`config.mk`:
```
export PLATFORM = sky130hd
export DESIGN_NAME = serial_subtractor
export DESIGN_NICKNAME = d
export VERILOG_FILES = /design/src/rtl/serial_subtractor.sv
export SDC_FILE = /design/constraint.sdc
export NUM_CORES = 1
export LEC_CHECK = 0
export ABC_CLOCK_PERIOD_IN_PS = 2700
export CAP_MARGIN = 20
export CORE_MARGIN = 2
export CORE_UTILIZATION = 25
export CTS_CLUSTER_SIZE = 14
export DETAILED_ROUTE_END_ITERATION = 16
export MAX_ROUTING_LAYER = met4
export PLACE_DENSITY_LB_ADDON = 0.3
export SKIP_CTS_REPAIR_TIMING = 1
export SLEW_MARGIN = 20
export SYNTH_ARGS = -nofsm -noshare
export SYNTH_HDL_FRONTEND = slang
export SYNTH_SLANG_ARGS = --single-unit
```
`constraint.sdc`:
```
create_clock -name clk -period 2.7 [get_ports clk]
set_input_delay 0.405 -clock clk [delete_from_list [all_inputs] [get_ports clk]]
set_output_delay 0.405 -clock clk [all_outputs]
set_load 0.02 [all_outputs]
```
`src/rtl/serial_subtractor.sv`:
```
// serial_subtractor: bit-serial diff = a - b - bin, LSB first, borrow held in a flop,
// with valid/ready handshakes on the operand and result sides.
module serial_subtractor #(
  parameter int WIDTH = 4
) (
  input  logic             clk,
  input  logic             rst_n,
  input  logic             in_valid,
  output logic             in_ready,
  input  logic [WIDTH-1:0] a,
  input  logic [WIDTH-1:0] b,
  input  logic             bin,
  output logic             out_valid,
  input  logic             out_ready,
  output logic [WIDTH-1:0] diff,
  output logic             bout,
  output logic             zero,
  output logic             ovf
);
  localparam int CW = $clog2(WIDTH);
  typedef enum logic [1:0] {IDLE, SHIFT, DONE} state_t;
  state_t           state;
  logic [WIDTH-1:0] ar, bs, ds;
  logic [CW-1:0]    cnt;
  logic             br, sa, sb;
  logic             d, br_next, last;
  logic [WIDTH-1:0] ds_next;
  assign d        = ar[0] ^ bs[0] ^ br;
  assign br_next  = (~ar[0] & bs[0]) | (~(ar[0] ^ bs[0]) & br);
  assign ds_next  = {d, ds[WIDTH-1:1]};
  assign last     = cnt == CW'(WIDTH - 1);
  assign in_ready = state == IDLE;
  // ds accumulates privately so diff holds the previous result during SHIFT
  always_ff @(posedge clk or negedge rst_n) begin
    if (!rst_n) begin
      state     <= IDLE;
      ar        <= '0;
      bs        <= '0;
      ds        <= '0;
      cnt       <= '0;
      br        <= 1'b0;
      sa        <= 1'b0;
      sb        <= 1'b0;
      diff      <= '0;
      bout      <= 1'b0;
      zero      <= 1'b0;
      ovf       <= 1'b0;
      out_valid <= 1'b0;
    end else begin
      case (state)
        IDLE: if (in_valid) begin
          ar    <= a;
          bs    <= b;
          br    <= bin;
          sa    <= a[WIDTH-1];
          sb    <= b[WIDTH-1];
          cnt   <= '0;
          state <= SHIFT;
        end
        SHIFT: begin
          ar  <= ar >> 1;
          bs  <= bs >> 1;
          br  <= br_next;
          ds  <= ds_next;
          cnt <= last ? cnt : cnt + 1'b1;
          if (last) begin
            diff      <= ds_next;
            bout      <= br_next;
            zero      <= ds_next == '0;
            ovf       <= (sa != sb) && (d != sa);
            out_valid <= 1'b1;
            state     <= DONE;
          end
        end
        DONE: if (out_ready) begin
          out_valid <= 1'b0;
          state     <= IDLE;
        end
        default: state <= IDLE;
      endcase
    end
  end
endmodule

```
======== After elaboration in Yosys (flattened, before gate mapping) ========
Cells that the tools add are included.
storage, ports and cells
  flip-flop bits (word level) ............. 27
  latch bits .............................. 0
  bits in writable memories ............... 0
  bits in read-only memories .............. 0
  bits of input ports ..................... 13
  output and inout bits ................... 9
  word-level logic and storage cells ...... 57
  memories ................................ 0
cells by class
  $add $sub $neg .......................... 1
  multiply operators ...................... 0
  divide/modulo/power cells ............... 0
  $lt $le $gt $ge ......................... 0
  equality and inequality tests ........... 9
  shifts and indexed selects .............. 0
  multiplexer cells ....................... 16
  bitwise gates (word level) .............. 7
  reductions and logical operators ........ 11
operators with widths
  operator                                       number
  case mux 4 bit (2 select lines)                2
  2-to-1 mux 2 bit                               5
  AND reduction 3 bit                            3
  2-to-1 mux 4 bit                               2
  inequality test 2 bit, second input constant   4
  case mux 2 bit (3 select lines)                1
  AND reduction 2 bit                            3
  == test 2 bit, second input constant           2
  logical NOT 4 bit                              1
  case mux 1 bit (2 select lines)                2
  case mux 2 bit (2 select lines)                1
  nonzero test 2 bit                             2
  2-to-1 mux 1 bit                               3
  adder 2 x 1 -> 2 bit, second input constant    1
  AND 1 bit                                      2
  == test 2 x 1 -> 1 bit, second input constant  1
  logical NOT 2 bit                              1
  inequality test 1 bit                          2
  NOT 1 bit                                      2
  bitwise XOR 1 bit                              2
  logical AND 1 bit                              1
  bitwise OR 1 bit                               1

======== Depth between registers and ports, before layout ========
Gate-level depths: netlist (run 1).
  depth in word-level cells ............... 5
  mapped depth ............................ 5
  gate-level depth less buffers ........... 5

======== Worst setup path after synthesis (run 1) ========
Ideal clock, no wire load.
  path type ............................... register to register
  start point ............................. reg ar[0]
  end point ............................... reg zero
  library setup time ...................... 83 ps
  data arrival time ....................... 1487 ps
  data required time ...................... 2617 ps
  slack ................................... 1131 ps
  stages on the path, launching flop included .. 4
  path buffers ............................ 0
  clock period less this slack ............ 1569 ps
  cell sequence ........................... dfrtp_1 -> fa_1 -> or4_1 -> o21ai_0
between the ends
  cells in the longest elaborated chain, start to end .. 3
RTL lines
  what                             RTL line  text
  start, declared                  23        logic [WIDTH-1:0] ar, bs, ds;
  start signal, assigned           61        ar <= ar >> 1;
  bitwise XOR 1 bit (2 in series)  28        assign d = ar[0] ^ bs[0] ^ br;
  net d                            26        logic d, br_next, last;
  logical NOT 4 bit                69        zero <= ds_next == '0;
  end signal, assigned             46        zero <= 1'b0;
  end signal, assigned             69
  end, declared                    17        output logic zero,
The timed path passes the listed nets, and every way through them passes these cells.
A chain may end at the register's enable or synchronous reset.

======== Worst setup path after layout (run 1) ========
  start point ............................. reg state[1]
  end point ............................... out in_ready
between the ends
  cells in the longest elaborated chain, start to end .. 1
RTL lines
  what                    RTL line  text
  start, declared         22        state_t state;
  start signal, assigned  36        state <= IDLE;
  start signal, assigned  58        state <= SHIFT;
  start signal, assigned  72        state <= DONE;
  logical NOT 2 bit       32        assign in_ready = state == IDLE;
  end, declared           9         output logic in_ready,
Every way passes these cells.

==> results by group, run 1 <==
Outcome
  • Status: finished clean

Drt
  • Average wire length per cell after detail routing: 12.42 µm
  • Antenna Nets Post-Route: 0
  • Total iterations of the first detailed-routing run: 4
  • Drc violations: 0
  • Initial DRC Count: 23
  • DR vias/cell: 4.503
  • DR vias: 833
  • Total wirelength of the detailed-routed design: 2297 µm

Cells and area
  • Ratio of cells with drive above 1 in the final layout: 14.50%
  • Signed area change from the synthesized netlist to the final layout: 26.14%
  • Core Util, Final: 32.43%
  • Total Nets Final: 148
  • Count of antenna diodes in the layout: 0

Power and ir drop
  • Leakage: 0.6712 nW
  • Worst VDD drop: 0.2517 mV
  • Power per Cell Area: 1108 nW/µm²
  • Power consumption: 0.001685 W

Global route
  • Largest net degree at the start of global routing: 27
  • First-pass GRT wire length: 3739 µm
  • Number of global-route vias before repair: 796
  • Antenna violations before repair: 0
  • Total Routing Usage GR: 9.476%
  • Overall overflow remaining after global route: 0

Placed design
  • Final GP Congestion: 0.7311
  • Worst Setup Slack post-DPL: 0.8441 ns
  • Total half-perimeter wirelength after legalization and detailed placement: 1647 µm
  • I/O Buffers: 21

Synth
  • Share of cell area taken by muxes after synthesis: 9.336%
  • Largest family of logic cells by synthesized area: compound AO/OA/AOI/OAI gates
  • Count of yosys warnings during synthesis: 0
  • Post-Syn Nets: 125
  • Post-Syn Area: 1206 µm²
  • Post-synthesis cell count: 109
  • Sequential-to-total area share from yosys stat: 53.94%
  • Synth Area in Simple Gates: 14.32%
  • Post-synthesis cell type count: 24
  • Share of the synthesized area in compound gates (AO/OA/AOI/OAI): 14.73%
  • Post-Synth Adder-Cell Area: 3.734%
  • Synth Area per Inst: 11.07 µm²
  • Number of synthesized register bits: 26
  • Post-synthesis xor/xnor area fraction: 0%

Floorplan
  • Row Count: 25
  • Area inside the core boundary: 4692 µm²
  • Vert. Die Dim: 73.46 µm
  • Count of pins on the block boundary: 22
  • Chip Width: 73.46 µm
  • Initial Util: 25.71%
  • Area of the die: 5396 µm²

Clock tree
  • Clock tree from TritonCTS: built
  • Cts bufs inserted: 3
  • Number of sinks handled by clock tree synthesis: 26
  • CTS Buffer Depth: 2
  • Depth of the CTS H-tree: 1
  • Cell at the root of the clock tree: clkbuf_8
  • Clock-pin slew on the worst setup and hold paths: 0.09 ns
  • Clock insertion delay at the later pin of the skew report: 0.27 ns

STA
  • Normalized max-slew margin: 65.78%
  • Fmax: 0.4877 GHz
  • Final Worst Setup Slack: 0.6498 ns
  • Period utilization: 75.93%
  • Post-route worst hold slack: 0.4816 ns
  • Final total negative setup slack: 0 ns
  • Count of endpoints failing setup in the final report: 0
  • Final Slew Violations: 0
  • Unrepaired setup endpoints after global routing: false
  • Min cycle time layout: 2.050 ns
  • Hold Fails Final Rpt: 0
  • Final Skew: 0.007734 ns
  • Actual transition at the worst max-transition pin: 0.5133 ns

Setup path
  • R2R Path End: zero$_DFFE_PN0P_
  • Worst path required time: 2.30 ns
  • Kind of cell adding the most delay to the critical path: buffers and inverters
  • Crit path launch type: flop
  • Worst setup path category: flop to output port
  • Critical path capture point type: output port
  • Highest cell delay on the worst timing path: 0.61 ns
  • R2R setup slack: 1.05 ns
  • Buffering stage count on the worst path with inverters included: 1
  • Highest fanout seen on the critical path: 18
  • Worst R2R Path Depth: 3
  • Worst R2R Start: ar[0]$_DFFE_PN0P_
  • Critical Path, Cell by Cell: nor2_1 -> clkdlybuf4s50_1
  • Data arrival, critical path: 1.65 ns
  • Slowest-stage cell, CP: clkdlybuf4s50_1

Hold path
  • Hold path startpoint: zero$_DFFE_PN0P_
  • Worst Hold Path Cells: 2
  • Type of the most critical hold path: flop to flop
  • Hold Crit Endpoint: zero$_DFFE_PN0P_

Run
  • Max-Cap Viols: 0
-- worst reg2reg max path, stage by stage (launching register included) --
cell and delay (ns):
dfrtp_1 0.40, fa_1 0.55, or4_1 0.48, o21ai_0 0.14
-- synth_stat cells --
cell type | instances | area share (%)
a21oi_1 | 8 | 3.3
a22o_1 | 3 | 2.2
a22oi_1 | 4 | 2.5
and2b_1 | 1 | 0.62
and3b_1 | 3 | 2.2
buf_2 | 2 | 0.83
buf_4 | 1 | 0.62
buf_6 | 1 | 0.93
clkbuf_1 | 1 | 0.31
dfrtp_1 | 26 | 54
fa_1 | 1 | 1.7
ha_1 | 2 | 2.1
inv_1 | 4 | 1.2
mux2_2 | 10 | 9.3
nand2_1 | 14 | 4.4
nand2b_1 | 1 | 0.52
nand3b_4 | 1 | 1.7
nor2_1 | 5 | 1.6
nor2b_1 | 4 | 2.1
nor2b_2 | 1 | 0.73
o21ai_0 | 12 | 5.0
o21ai_1 | 2 | 0.83
o21bai_2 | 1 | 0.93
or4_1 | 1 | 0.62
-- cells by family after synthesis --
family,count (synthesis)
multiplexers,10
AO/OA/AOI/OAI,30
flip-flops,26
buffers and inverters,9
AND/OR/NAND/NOR,31
adder cells (fa/ha/maj),3
-- area by class of cell --
cell class / count / area, µm²
Sequential cell: 26 / 650.6
Timing Repair Buffer: 23 / 225.2
Tap cell: 54 / 67.56
Inverter: 4 / 15.01
Clock buffer: 4 / 55.05
Multi-Input combinational cell: 74 / 508.0
Fill cell: 489 / 3171
-- power by group --
part | total (W) | internal (W) | switching [W]
clock | 0.000253 | 0.000130 | 0.000122
sequential | 0.000680 | 0.000559 | 0.000121
combinational | 0.000753 | 0.000388 | 0.000364
total | 0.00169 | 0.00108 | 0.000607
-- state kept, by name (all words and copies together), names as in the netlist --
register,flops
bs,4
out_valid,1
bout,1
diff,4
sa,1
state,2
cnt,2
sb,1
zero,1
ar,4
br,1
ovf,1
ds,3
-- cells in the final DEF, fill, tap and decap left out, types with 2 or more instances in the layout --
| master | n |
|---|---|
| a21oi_1 | 8 |
| a22o_1 | 3 |
| a22oi_1 | 4 |
| and3b_1 | 3 |
| buf_4 | 2 |
| clkbuf_8 | 4 |
| clkdlybuf4s50_1 | 21 |
| dfrtp_1 | 26 |
| ha_1 | 2 |
| inv_1 | 4 |
| mux2_2 | 10 |
| nand2_1 | 14 |
| nor2_1 | 5 |
| nor2b_1 | 4 |
| o21ai_0 | 12 |
| o21ai_1 | 2 |
-- how the worst max path moves through the flow --
stage                               from               end  depth (start not counted)
floorplan              ar[0]$_DFFE_PN0P_  zero$_DFFE_PN0P_                          3
detailed placement              in_valid    sa$_DFFE_PN0P_                          4
finish              state[1]$_DFFE_PN0P_          in_ready                          2
global placement                in_valid    sb$_DFFE_PN0P_                          4
global route        state[1]$_DFFE_PN0P_          in_ready                          2
CTS                 state[1]$_DFFE_PN0P_          in_ready                          2
-- routing by layer --
metal	share of wire [%]	track usage, %	vias to the layer above	routed length (µm)
met5	0	-	-	0
met4	1.3	3.636	0	30
met3	3.1	2.058	2	71
met2	51	15.38	13	1163
met1	45	11.49	402	1032
li1	-	-	416	-
-- through the flow --
stage	instance area, µm²	std cells
after floorplan	1206	109
after global placement	1466	181
after detailed placement	1466	181
after CTS	1521	185
after global routing	1521	185
final	1521	185
Note: power is estimated with default switching activity, not from simulation.
==> inputs of run 2 (changes only) <==
--- a/config.mk
+++ b/config.mk
@@ -5,7 +5,7 @@
 export SDC_FILE = /design/constraint.sdc
 export NUM_CORES = 1
 export LEC_CHECK = 0
-export ABC_CLOCK_PERIOD_IN_PS = 2700
+export ABC_CLOCK_PERIOD_IN_PS = 2050
 export CAP_MARGIN = 20
 export CORE_MARGIN = 2
 export CORE_UTILIZATION = 25
==> constraint.sdc (replaced) <==
create_clock -name clk -period 2.05 [get_ports clk]
set_input_delay 0.3075 -clock clk [delete_from_list [all_inputs] [get_ports clk]]
set_output_delay 0.3075 -clock clk [all_outputs]
set_load 0.02 [all_outputs]
==> results by group, run 2 (synthesis results as in run 1) <==
Power and ir drop
  • Power per Cell Area: 1508 nW/µm² (was 1108 nW/µm²)
  • Worst VDD drop: 0.3308 mV (was 0.2517 mV)
  • Leakage: 0.6835 nW (was 0.6712 nW)

Setup path
  • Critical Path Stages: 2 (unchanged)
  • Kind of cell adding the most delay to the critical path: buffers and inverters (unchanged)
  • Buffering stage count on the worst path with inverters included: 1 (unchanged)
  • Worst R2R Path Depth: 3 (unchanged)
  • Critical Path, Cell by Cell: nor2_1 -> clkdlybuf4s50_1 (unchanged)
  • Worst setup path category: flop to output port (unchanged)
  • Worst path required time: 1.74 ns (was 2.30 ns)
  • Highest fanout seen on the critical path: 2 (was 18)
  • Slowest-stage cell, CP: clkdlybuf4s50_1 (unchanged)
  • Highest cell delay on the worst timing path: 0.61 ns (about the same)
  • Critical path capture point type: output port (unchanged)
  • Data arrival, critical path: 1.38 ns (was 1.65 ns)
  • Crit path launch type: flop (unchanged)

Global route
  • Antenna violations before repair: 0 (unchanged)
  • Number of global-route vias before repair: 856 (was 796)
  • Total Routing Usage GR: 9.838% (was 9.476%)
  • Largest net degree at the start of global routing: 27 (unchanged)
  • First-pass GRT wire length: 3953 µm (was 3739 µm)
  • Overall overflow remaining after global route: 0 (unchanged)

STA
  • Count of endpoints failing setup in the final report: 0 (unchanged)
  • Actual transition at the worst max-transition pin: 0.3933 ns (was 0.5133 ns)
  • Fmax: 0.5942 GHz
  • Hold Fails Final Rpt: 0 (unchanged)
  • Final Slew Violations: 0 (unchanged)
  • Final Skew: 0.004967 ns (was 0.007734 ns)
  • Final Worst Setup Slack: 0.3670 ns (was 0.6498 ns)
  • Final total negative setup slack: 0 ns (unchanged)
  • Unrepaired setup endpoints after global routing: false (unchanged)
  • Period utilization: 82.10%
  • Normalized max-slew margin: 73.76% (was 65.78%)
  • Min cycle time layout: 1.683 ns

Cells and area
  • Count of antenna diodes in the layout: 0 (unchanged)
  • Ratio of cells with drive above 1 in the final layout: 15.15% (was 14.50%)
  • Filler cells: 473 (was 489)
  • Signed area change from the synthesized netlist to the final layout: 28.11% (was 26.14%)
  • Commonest cells after routing, fill and taps aside: dfrtp_1 (26), clkdlybuf4s50_1 (21), nand2_1 (14) (unchanged)
  • Largest regs: ar (4), bs (4), diff (4) (unchanged)
  • Total Nets Final: 149 (was 148)
  • FF/Latch Area: 650.6 µm² (unchanged)
  • Area used by multi-input combinational logic: 508.0 µm² (unchanged)
  • Most frequent standard cell in the layout excluding fill and tap cells: dfrtp_1 (unchanged)

Drt
  • Total iterations of the first detailed-routing run: 4 (unchanged)
  • Antenna Nets Post-Route: 0 (unchanged)
  • Total wirelength of the detailed-routed design: 2366 µm (was 2297 µm)
  • Initial DRC Count: 35 (was 23)
  • DR vias: 860 (was 833)
  • DR vias/cell: 4.624 (was 4.503)
  • Average wire length per cell after detail routing: 12.72 µm (was 12.42 µm)
  • Drc violations: 0 (unchanged)

Clock tree
  • Clock tree from TritonCTS: built (unchanged)
  • Cell at the root of the clock tree: clkbuf_8 (unchanged)
  • Cts bufs inserted: 3 (unchanged)
  • Depth of the CTS H-tree: 1 (unchanged)
  • Clock-pin slew on the worst setup and hold paths: 0.09 ns (about the same)
  • CTS Buffer Depth: 2 (unchanged)
  • Number of sinks handled by clock tree synthesis: 26 (unchanged)
  • Clock insertion delay at the later pin of the skew report: 0.28 ns (was 0.27 ns)

Floorplan
  • Vert. Die Dim: 73.46 µm (unchanged)
  • Chip Width: 73.46 µm (unchanged)
  • Row Count: 25 (unchanged)
  • Initial Util: 25.71% (unchanged)
  • Count of pins on the block boundary: 22 (unchanged)
  • Area of the die: 5396 µm² (unchanged)
  • Area inside the core boundary: 4692 µm² (unchanged)

Placed design
  • Total half-perimeter wirelength after legalization and detailed placement: 1724 µm (was 1647 µm)
  • Worst Setup Slack post-DPL: 0.2835 ns (was 0.8441 ns)
  • Final GP Congestion: 0.7156 (was 0.7311)
  • I/O Buffers: 21 (unchanged)

Outcome
  • Status: finished clean (unchanged)

Run
  • Max-Cap Viols: 0 (unchanged)

Hold path
  • Type of the most critical hold path: input port to asynchronous set/reset pin (was flop to flop)
[run 2: cell types whose count changed in the layout (fill, tap and decap cells not counted), sizes merged]
cell	before	now
buf	2	3
bufinv	0	1
clkbuf	4	3
[run 2: stage by stage]
step                area (µm²)  std cells  total power (W)  util [%]  hold slack (ns)
floorplan                 1206        109         0.001589         -          0.01191
global placement          1474        182         0.001889     31.41           0.4618
detailed placement        1474        182         0.001932     31.41           0.4709
CTS                       1545        186         0.002359     32.93           0.4180
global route              1545        186         0.002506     32.93           0.4318
finish                    1545        186         0.002330     32.93           0.4007
[run 2: area by class of cell]
cell class | instances | share of cell area, %
Clock inverter | 1 | 1.943
Tap cell | 54 | 4.372
Timing Repair Buffer | 24 | 15.06
Inverter | 4 | 0.9717
Clock buffer | 3 | 2.672
Sequential cell | 26 | 42.11
Multi-Input combinational cell | 74 | 32.87
[run 2: final timing paths]
kind | to | from | slack (ns)
max in group asynchronous | ovf$_DFFE_PN0P_ | rst_n | 1.39
worst max register to register | zero$_DFFE_PN0P_ | ar[0]$_DFFE_PN0P_ | 0.40
worst min-delay path | bout$_DFFE_PN0P_ | rst_n | 0.40
worst min register to register | ovf$_DFFE_PN0P_ | ovf$_DFFE_PN0P_ | 0.48
min in group clk | ovf$_DFFE_PN0P_ | ovf$_DFFE_PN0P_ | 0.48
worst max-delay path | in_ready | state[0]$_DFFE_PN0P_ | 0.37
[run 2: layer usage]
layer	GRT usage [%]	share of wire, %
met5	-	0
met4	4.242	1.9
met3	2.058	3.1
met2	16.17	49
met1	11.59	46
[run 2: power by group]
part           leakage [nW]  switching, W  total, W  internal, W
clock network        0.0357      0.000170  0.000432     0.000262
registers             0.323      0.000141  0.000878     0.000737
logic                 0.325      0.000502   0.00102     0.000518
total                 0.684      0.000813   0.00233      0.00152
